File: config.mk
export PLATFORM = sky130hd
export DESIGN_NAME = ram_port_arbiter
export DESIGN_NICKNAME = d
export VERILOG_FILES = /design/src/rtl/ram_arb_pkg.sv /design/src/rtl/rr_arb2.sv /design/src/rtl/ram_port_arbiter.sv
export SDC_FILE = /design/constraint.sdc
export NUM_CORES = 1
export LEC_CHECK = 0
export ABC_AREA = 0
export CAP_MARGIN = 20
export CORE_MARGIN = 8
export CORE_UTILIZATION = 24
export CTS_BUF_LIST = sky130_fd_sc_hd__clkbuf_8
export DETAILED_ROUTE_END_ITERATION = 8
export PLACE_DENSITY = 0.79
export RECOVER_POWER = 25
export SLEW_MARGIN = 20
export SYNTH_ARGS = -nofsm -noshare
export SYNTH_HDL_FRONTEND = slang
export SYNTH_HIERARCHICAL = 1
export SYNTH_SLANG_ARGS = --single-unit
export TNS_END_PERCENT = 1
File: constraint.sdc
create_clock -name clk -period 6.4 [get_ports clk]
set_clock_uncertainty 0.1 [all_clocks]
set_input_delay 1.92 -clock clk [delete_from_list [all_inputs] [get_ports clk]]
set_output_delay 1.92 -clock clk [all_outputs]
set_load 0.01 [all_outputs]
File: src/rtl/ram_arb_pkg.sv
// Shared definitions for the RAM port arbiter: default widths, requester
// count and the requester index type.
package ram_arb_pkg;
  localparam int ADDR_W_DEF = 16;
  localparam int DATA_W_DEF = 8;
  localparam int NREQ       = 2;

  typedef logic req_id_t;

  // Index of the set bit in a one-hot (or zero) two-bit grant vector.
  function automatic req_id_t onehot_to_id(input logic [NREQ-1:0] oh);
    return oh[1];
  endfunction
endpackage

File: src/rtl/rr_arb2.sv
// Two-requester arbiter. With RAM_PORT_ARBITER_RR_EN defined it keeps a
// round-robin pointer; otherwise requester 0 has fixed priority.
// 'pick' is the winner before the 'en' qualifier so the caller can test the
// winner (e.g. for an address collision) and then suppress the grant without
// disturbing the pointer.
module rr_arb2
  import ram_arb_pkg::*;
(
  input  logic            clk,
  input  logic            rst,
  input  logic [NREQ-1:0] req,
  input  logic            en,
  output logic [NREQ-1:0] pick,
  output logic [NREQ-1:0] gnt
);

`ifdef RAM_PORT_ARBITER_RR_EN
  req_id_t ptr;

  // Pointed-to requester first, otherwise the other one.
  always_comb begin
    pick = '0;
    if (req[ptr])       pick[ptr]  = 1'b1;
    else if (req[~ptr]) pick[~ptr] = 1'b1;
  end

  // After a grant, priority moves to the requester that did not win.
  always_ff @(posedge clk or posedge rst) begin
    if (rst)       ptr <= 1'b0;
    else if (|gnt) ptr <= ~onehot_to_id(gnt);
  end
`else
  logic unused_clk_rst;
  assign unused_clk_rst = clk ^ rst;

  // Requester 0 always wins.
  always_comb begin
    pick = '0;
    if (req[0])      pick[0] = 1'b1;
    else if (req[1]) pick[1] = 1'b1;
  end
`endif

  assign gnt = en ? pick : '0;

endmodule

File: src/rtl/ram_port_arbiter.sv
// Arbiter/sequencer in front of a simple dual-port RAM: two writers share the
// write port, two readers share the read port, read data comes back one cycle
// later tagged with the reader id. A read whose address matches the write
// happening in the same cycle is held off so it later returns the new data.
// Optional macro: RAM_PORT_ARBITER_RR_EN (round-robin instead of fixed
// priority on both ports).
module ram_port_arbiter
  import ram_arb_pkg::*;
#(
  parameter int ADDR_W = ADDR_W_DEF,
  parameter int DATA_W = DATA_W_DEF
) (
  input  logic              clk,
  input  logic              rst,
  input  logic              w0_valid,
  input  logic [ADDR_W-1:0] w0_addr,
  input  logic [DATA_W-1:0] w0_data,
  output logic              w0_ready,
  input  logic              w1_valid,
  input  logic [ADDR_W-1:0] w1_addr,
  input  logic [DATA_W-1:0] w1_data,
  output logic              w1_ready,
  input  logic              r0_valid,
  input  logic [ADDR_W-1:0] r0_addr,
  output logic              r0_ready,
  input  logic              r1_valid,
  input  logic [ADDR_W-1:0] r1_addr,
  output logic              r1_ready,
  output logic              rsp_valid,
  output logic              rsp_id,
  output logic [DATA_W-1:0] rsp_data,
  output logic              ram_we,
  output logic [ADDR_W-1:0] ram_write_addr,
  output logic [DATA_W-1:0] ram_data,
  output logic [ADDR_W-1:0] ram_read_addr,
  input  logic [DATA_W-1:0] ram_q
);

  logic [NREQ-1:0] w_pick, w_gnt;
  logic [NREQ-1:0] r_pick, r_gnt;
  logic [ADDR_W-1:0] r_pick_addr;
  logic collision;
  logic rsp_valid_q;
  req_id_t rsp_id_q;

  rr_arb2 u_wr_arb (
    .clk  (clk),
    .rst  (rst),
    .req  ({w1_valid, w0_valid}),
    .en   (~rst),
    .pick (w_pick),
    .gnt  (w_gnt)
  );

  assign w0_ready = w_gnt[0];
  assign w1_ready = w_gnt[1];
  assign ram_we   = |w_gnt;

  // Write port mux; idle port drives zeros.
  always_comb begin
    ram_write_addr = '0;
    ram_data       = '0;
    if (w_gnt[1]) begin
      ram_write_addr = w1_addr;
      ram_data       = w1_data;
    end else if (w_gnt[0]) begin
      ram_write_addr = w0_addr;
      ram_data       = w0_data;
    end
  end

  // The winning reader is blocked, not replaced, when it hits the write address.
  assign r_pick_addr = r_pick[1] ? r1_addr : r0_addr;
  assign collision   = ram_we && (|r_pick) && (r_pick_addr == ram_write_addr);

  rr_arb2 u_rd_arb (
    .clk  (clk),
    .rst  (rst),
    .req  ({r1_valid, r0_valid}),
    .en   (~rst & ~collision),
    .pick (r_pick),
    .gnt  (r_gnt)
  );

  assign r0_ready = r_gnt[0];
  assign r1_ready = r_gnt[1];

  // Read port mux; zero when no reader is granted.
  always_comb begin
    ram_read_addr = '0;
    if (r_gnt[1])      ram_read_addr = r1_addr;
    else if (r_gnt[0]) ram_read_addr = r0_addr;
  end

  // Response tag tracks the RAM's one-cycle registered read; reset drops it.
  always_ff @(posedge clk or posedge rst) begin
    if (rst) begin
      rsp_valid_q <= 1'b0;
      rsp_id_q    <= 1'b0;
    end else begin
      rsp_valid_q <= |r_gnt;
      rsp_id_q    <= onehot_to_id(r_gnt);
    end
  end

  assign rsp_valid = rsp_valid_q;
  assign rsp_id    = rsp_id_q;
  assign rsp_data  = ram_q;

endmodule

==> summary.md <==
| Metric | Value |
|---|---|
| Layout cells sized above 1 | `0.319` |
| WL/cell | `about 18 um` |
| Setup violators final | `15` |
| CTS max path bufs | `2` |
| P per Cell Area | `a little under 90 nW/um^2` |
| Final Cycle Share | `1.01` |
| Critical Path RT | `roughly 4.4 ns` |
| Slew @ Worst Pin | `around 0.4 ns` |
| Initial drt markers | `56` |
| Core Area | `4720 um^2` |
| Total number of H-tree levels | `1` |
| DPL Wire Length | `between 5 and 6 mm` |
| Total number of vias | `1793` |
| Setup ws final | `-0.0605 ns` |
| Failing checks | `setup timing` |
| LEAKAGE | `1.34 nW` |
| Setup crit start kind | `input pin` |
| DRT antenna net count | `0` |
| Fin Setup TNS | `-0.415 ns` |
| Hold Violations, Final | `0` |
| Io pins | `149` |
| Highest routed metal layer | `met4` |
| Non-filler cells, final | `380` |
| Ant diodes | `0` |
| Syn nets | `about 240` |
| # rows | `25` |
| M1 wire length | `2.55 mm` |
| CTS tree | `built` |
| Met2 wire length | `3.47 mm` |
| Die height | `approximately 86 um` |
| Area Growth Syn to Fin | `147%` |
| Worst Hold Class | `input pin to asynchronous set/reset pin` |
| Filler Cell Count | `between 400 and 500` |
| Gr ovfl total | `0` |
| CP Capture Type | `output port` |
| CP arrival | `4.44 ns` |
| Port buffer count | `132` |
| CP Max Fanout | `5` |
| Root Driver | `clkbuf_8` |
| RSZ-0062 raised after global routing | `true` |
| Status | `finished, violations left` |
| Nets | `409` |
| CP Class | `input pin to output port` |
| Number of remaining DRC errors | `0` |
| VDD IR max | `60.4 uV` |
| Routability cong. | `about 0.8` |
| Most frequent cells in the layout | `clkdlybuf4s50_1 (107), buf_4 (35), a22o_1 (29)` |
| Mapped Cells | `149` |
| Achievable Freq | `0.155 GHz` |
| Vias per cell | `4.72` |
| Post-Route WL | `6.67 mm` |
| Clock Sinks | `2` |
| Clk slew on worst S/H paths | `0.03 ns` |
| Fin Hold WS | `between 1.5 and 2 ns` |
| Avg Synthesized Cell Area | `7.84 um^2` |
| Mapped cell area | `1170 um^2` |
| Layout Utilization | `0.611` |
| Number of global-route vias before repair | `2015` |
| CTS Buf Count | `3` |
| Final-report max-slew violation count | `0` |
| Gr usage total | `0.171` |
| Fin crit period | `approximately 6.5 ns` |
| Slew HR | `0.738` |
| Die width | `about 86 um` |
| Die ar. | `7360 um^2` |
| DP Worst Slack | `-0.910 ns` |
| Syn. warnings | `6` |
| Routed length on met3 | `580 um` |
| Commonest non-fill, non-tap cell in the layout | `clkdlybuf4s50_1` |
| Placed insts | `360` |
| MaxCap Viol Count | `0` |
| Largest net degree at the start of global routing | `15` |
| Initial core utilization | `0.247` |
| First-pass GRT wire length | `approximately 10 mm` |
| Antenna violations before repair | `0` |
| Drt pass-1 iters | `4` |
state kept, by name (all words and copies together), names as in the netlist:
name,cells
rsp_id,1
rsp_valid,1
routing by layer:
metal | up-vias | track usage
met1 | 813 | 0.182
met3 | 8 | 0.0535
li1 | 897 | -
met2 | 75 | 0.322
met5 | - | 0
met4 | 0 | 0.0303
final timing paths:
kind / startpoint / end / depth (start not counted)
min: rst / rsp_valid / 4
min in group clk: r0_valid / rsp_valid / 5
max in group asynchronous: rst / rsp_id / 4
max: w0_valid / ram_read_addr[10] / 14
repair_timing:
item,4_1_cts,5_1_grt
gates resized for setup,103,3
buffers inserted,14,0
cloned,3,0
pin swaps,15,6
setup endpoints to repair,18,18
hold buffers,0,0
cell type report:
type                       count  area (um^2)  share of cell area
inverter                       3         11.3             0.00390
sequential                     2         50.0              0.0173
tap                           67         83.8              0.0290
multi-input combinational    127         1040               0.361
timing repair buffer         178         1660               0.575
clock buffer                   3         41.3              0.0143
stage by stage:
step,area (um^2),total power [W]
floorplan,1190,0.0000852
global placement,2710,0.000191
detailed placement,2710,0.000193
CTS,2880,0.000251
global route,2890,0.000265
finish,2890,0.000251
worst max-delay path: stages:
cell and delay, ns:
buf_8 0.10, and3b_4 0.34, buf_12 0.13, buf_6 0.10, nand3b_1 0.16, a211oi_2 0.12
nor4b_4 0.25, nand4_1 0.12, o41a_1 0.34, and3b_2 0.26, nor2b_4 0.18, buf_6 0.14
a22o_1 0.13, buf_2 0.14
where the power goes:
group | leakage [nW] | switching (W) | internal [W] | total [W]
Clock | 0.0216 | 0.00000890 | 0.0000397 | 0.0000486
Combinational | 1.29 | 0.0000685 | 0.000120 | 0.000188
Sequential | 0.0259 | 0.000000178 | 0.0000135 | 0.0000136
Power figures use the tool's default switching activity.
==> edit 1, RTL diff (config.mk and constraints unchanged) <==
Change the package constant `DATA_W_DEF` from 8 to 6.
--- a/src/rtl/ram_arb_pkg.sv
+++ b/src/rtl/ram_arb_pkg.sv
@@ -2,7 +2,7 @@
 // count and the requester index type.
 package ram_arb_pkg;
   localparam int ADDR_W_DEF = 16;
-  localparam int DATA_W_DEF = 8;
+  localparam int DATA_W_DEF = 6;
   localparam int NREQ       = 2;
 
   typedef logic req_id_t;
Ports: changed (5 resized); port bits go from 149 to 139. No check against the original RTL was run, so the function may have changed too.
==> edit 1 against the original RTL <==
The flow still finishes with violations (setup timing); critical path type unchanged; count of clock-buffer cells in the layout stayed put; sequential cell count unchanged; power is 5.8% lower; first-iteration DRC count is 5.4% lower; synthesized area fell by 4.2%; critical path depth decreased by 1; wire length fell by 6.6%; setup slack gained 0.058 ns; utilization down 2.6 points; cell area down 6.7%; cell count decreased by 7.6%.
==> edit 1: results (changes against the original RTL) <==
- Status: finished, violations left
- Failing checks: setup timing
- Ant diodes: 0 (unchanged)
- Top cell family by delay on the critical path: simple AND/OR/NAND/NOR gates
- Setup crit start: w0_valid
- Post-route setup TNS: -0.00233 ns (+0.413 ns)
- Critical-path top delay cell: and3b_4
- Vias: 1,760 (-1.8%)
- First-pass GRT wire length: 9.66 mm (-5.2%)
- Fillers: 404 (-3.8%)
- Worst setup margin: -0.00233 ns (+0.0581 ns)
- Final setup violation count: 1 (-14)
- VDD IR max: 0.0378 mV (-37%)
- Vias in the first global route: 2,027 (+0.60%)
- Reg clk slew, reported paths: 0.03 ns (about the same)
- Max_cap viols: 0 (unchanged)
- Initial antenna violation count: 0 (unchanged)
- Fraction of layout instances using a drive strength above 1: 29.6% (-2.3 points)
- Largest fanout on the critical path: 7 (+2)
- CP peak stage delay: 0.41 ns (+0.07 ns)
- Leak Pwr: 1.23 nW (-7.6%)
- Pin count of the biggest net entering global routing: 19 (+4)
- Net count, final: 387 (-5.4%)
- Min Hold Slack: 1.66 ns (-0.0491 ns)
- RePlAce Congestion: 0.791 (-2.8%)
- WL final: 6.22 mm (-6.6%)
- Pre-Repair DR Iteration Count: 4 (unchanged)
- CP Data Arrival Time: 4.38 ns (-0.06 ns)
- Total track usage: 15.9% (-1.3 points)
- Dpl hpwl: 4.87 mm (-7.5%)
- CTS Buffer Depth: 2 (unchanged)
- CP endpoint: ram_read_addr[11]
- H-tree depth: 1 (unchanged)
- Root Buffer: clkbuf_8
- Type of the most critical hold path: in2async
- Syn nets: 233 (-4.1%)
- Port bufs: 126 (-4.5%)
- CTS buffer count: 3 (unchanged)
- Iter 0 DRT Violations: 53 (-5.4%)
- Syn. warnings: 6 (unchanged)
- Worst-Margin Slew: 0.437 ns (+0.0466 ns)
[edit 1: cell type report]
type                            instances  share of cell area (%)
Multi-Input combinational cell        126                    38.0
Clock buffer                            3                    1.53
Tap cell                               54                    2.51
Sequential cell                         2                    1.86
Inverter                                3                   0.604
Timing Repair Buffer                  163                    55.5
[edit 1: worst min-delay path, cell delays in order]
cell      delay, ns
buf_6          0.10
inv_6          0.05
buf_4          0.09
clkbuf_1       0.13
[edit 1: stage by stage]
| stage | instances | worst slack (ns) | util (%) | area, µm² |
|---|---|---|---|---|
| finish | 351 | -0.00233 | 58.6 | 2690 |
| floorplan | 145 | 0.0186 | - | 1130 |
| global route | 351 | -0.125 | 58.6 | 2690 |
| global placement | 336 | -0.910 | 55.5 | 2550 |
| CTS | 349 | -0.0565 | 57.6 | 2650 |
| detailed placement | 336 | -0.976 | 55.5 | 2550 |
[edit 1: how the worst min path moves through the flow]
| stage | startpoint | end | cells past startpoint |
|---|---|---|---|
| detailed placement | rst | rsp_id$_DFF_PP0_ | 2 |
| CTS | rst | rsp_valid$_DFF_PP0_ | 4 |
| global route | rst | rsp_valid$_DFF_PP0_ | 4 |
| global placement | rst | rsp_id$_DFF_PP0_ | 2 |
| floorplan | rst | rsp_id$_DFF_PP0_ | 1 |
| finish | rst | rsp_id$_DFF_PP0_ | 4 |
[edit 1: routing by layer]
metal	part of all wire (%)	global-route usage (%)	wire length (µm)
met5	0	0	0
met2	51	30.3	3190
met1	38	16.3	2380
met3	9.1	4.84	566
met4	1.4	3.45	89
[edit 1: what timing repair did]
item,in CTS,in global routing
endpoints found under the setup margin,18,17
gates cloned,3,1
buffers inserted,8,2
resized for setup,111,10
hold endpoints to repair,0,0
hold buffers,0,0
pin swaps,15,17
[edit 1: where the power goes]
group          total (mW)  switching, mW  internal, mW
Sequential         0.0136       0.000145        0.0134
Combinational       0.174         0.0650         0.109
Clock              0.0480        0.00839        0.0396
==> edit 2, RTL diff (same flow settings) <==
Made on the original files. Add a define of `RAM_PORT_ARBITER_RR_EN`.
--- a/src/rtl/rr_arb2.sv
+++ b/src/rtl/rr_arb2.sv
@@ -3,6 +3,8 @@
 // 'pick' is the winner before the 'en' qualifier so the caller can test the
 // winner (e.g. for an address collision) and then suppress the grant without
 // disturbing the pointer.
+`define RAM_PORT_ARBITER_RR_EN
+
 module rr_arb2
   import ram_arb_pkg::*;
 (
Behaviour: not the same (a bounded check fails within 4 cycles, from zero or initial values and one cycle with rst high).
==> edit 2 against the original RTL <==
The run still ends with setup timing left; highest routed layer unchanged; synthesized area rose by 8.1%; sequential cell count up 2; power up 40%; critical endpoint is now ram_read_addr[12]; hold slack lost 1.3 ns; cell area rose by 9.1%; critical path depth stayed put; wire length is 7.7% higher; sequential power increased by 140%; critical path type unchanged; setup slack got worse by 0.0049 ns.
==> edit 2: results (changes against the original RTL) <==
- Reg clk slew, reported paths: 0.03 ns (about the same)
- CTS Buffer Depth: 2 (unchanged)
- Net count, final: 441 (+7.8%)
- RePlAce Congestion: 0.757 (-6.9%)
- Largest fanout on the critical path: 5 (unchanged)
- Area after DPL: 2890 µm² (+6.8%)
- Leak Pwr: 1.47 nW (+9.9%)
- Pin count of the biggest net entering global routing: 13 (-2)
- Internal: 0.236 mW (+36%)
- Top cell family by delay on the critical path: compound AO/OA/AOI/OAI gates
- Fraction of layout instances using a drive strength above 1: 35.9% (+4.0 points)
- Vias in the first global route: 2,248 (+12%)
- Final setup violation count: 15 (unchanged)
- Slew HR: 78.0% (+4.3 points)
- Max_cap viols: 0 (unchanged)
- Dpl hpwl: 5.54 mm (+5.1%)
- Worst setup margin: -0.0653 ns (-0.00485 ns)
- Vias: 1,971 (+9.9%)
- Hold Path End: u_rd_arb/ptr$_DFFE_PP0P_
- Type of the most critical hold path: reg2reg
- First-pass GRT wire length: 11.0 mm (+8.3%)
- Min Hold Slack: 0.438 ns (-1.27 ns)
- Hold path startpoint: u_rd_arb/ptr$_DFFE_PP0P_
- Non-Filler Instances: 415 (+9.2%)
- DP Worst Slack: -0.916 ns (-0.00573 ns)
- Cell total after placement: 386 (+7.2%)
- Status: finished, violations left
- Syn nets: 254 (+4.5%)
- Fillers: 447 (+6.4%)
- Failing checks: setup timing
- Syn. warnings: 6 (unchanged)
- Iter 0 DRT Violations: 55 (-1.8%)
- Critical-path top delay cell: o41a_1
- Total track usage: 17.7% (+0.61 points)
- Post-route setup TNS: -0.604 ns (-0.189 ns)
- CP peak stage delay: 0.48 ns (+0.14 ns)
- VDD IR max: 0.114 mV (+89%)
- R2r setup slk: roughly 3.4 ns
- Root Buffer: clkbuf_8
- CTS buffer count: 3 (unchanged)
- Synthesized instance count: 160 (+7.4%)
- WL final: 7.18 mm (+7.7%)
- Port bufs: 132 (unchanged)
-- edit 2: power by group through the flow --
| stage | Combinational, mW | Sequential, mW | Clock (mW) |
|---|---|---|---|
| 2_1_floorplan | 0.102 | 0.0324 | 0 |
| 3_3_place_gp | 0.235 | 0.0320 | 0 |
| 3_5_place_dp | 0.238 | 0.0323 | 0 |
| 4_1_cts | 0.265 | 0.0323 | 0.0547 |
| 5_1_grt | 0.284 | 0.0327 | 0.0573 |
| 6_report | 0.266 | 0.0323 | 0.0537 |
-- edit 2: metal layers --
metal,vias to the layer above,track usage [%],part of all wire [%]
met5,-,0,0
li1,977,-,-
met2,74,35.4,54
met4,0,4.45,1.2
met3,8,3.71,6.4
met1,912,17.9,38
-- edit 2: final cells by class --
type                       instances  area, µm²  share of cell area [%]
timing repair buffer             199       1800                    57.2
tap                               70       87.6                    2.78
inverter                           5       21.3                   0.675
sequential                         4        100                    3.18
clock buffer                       3       41.3                    1.31
multi-input combinational        134       1100                    34.8
-- edit 2: worst max path at each step --
stage,start,end,slack (ns),cells past startpoint
floorplan,rst,ram_read_addr[10],0.005,13
detailed placement,r0_valid,ram_read_addr[6],-0.92,14
CTS,r0_valid,ram_read_addr[3],-0.02,14
global placement,r0_valid,ram_read_addr[3],-0.85,14
global route,r0_valid,ram_read_addr[15],-0.20,14
finish,w0_valid,ram_read_addr[12],-0.07,14
-- edit 2: timing repair --
item	4_1_cts	5_1_grt
pin swaps	18	1
setup buffers	23	0
cloned	3	0
hold buffers	0	0
gates resized for setup	110	6
setup endpoints to repair	18	18
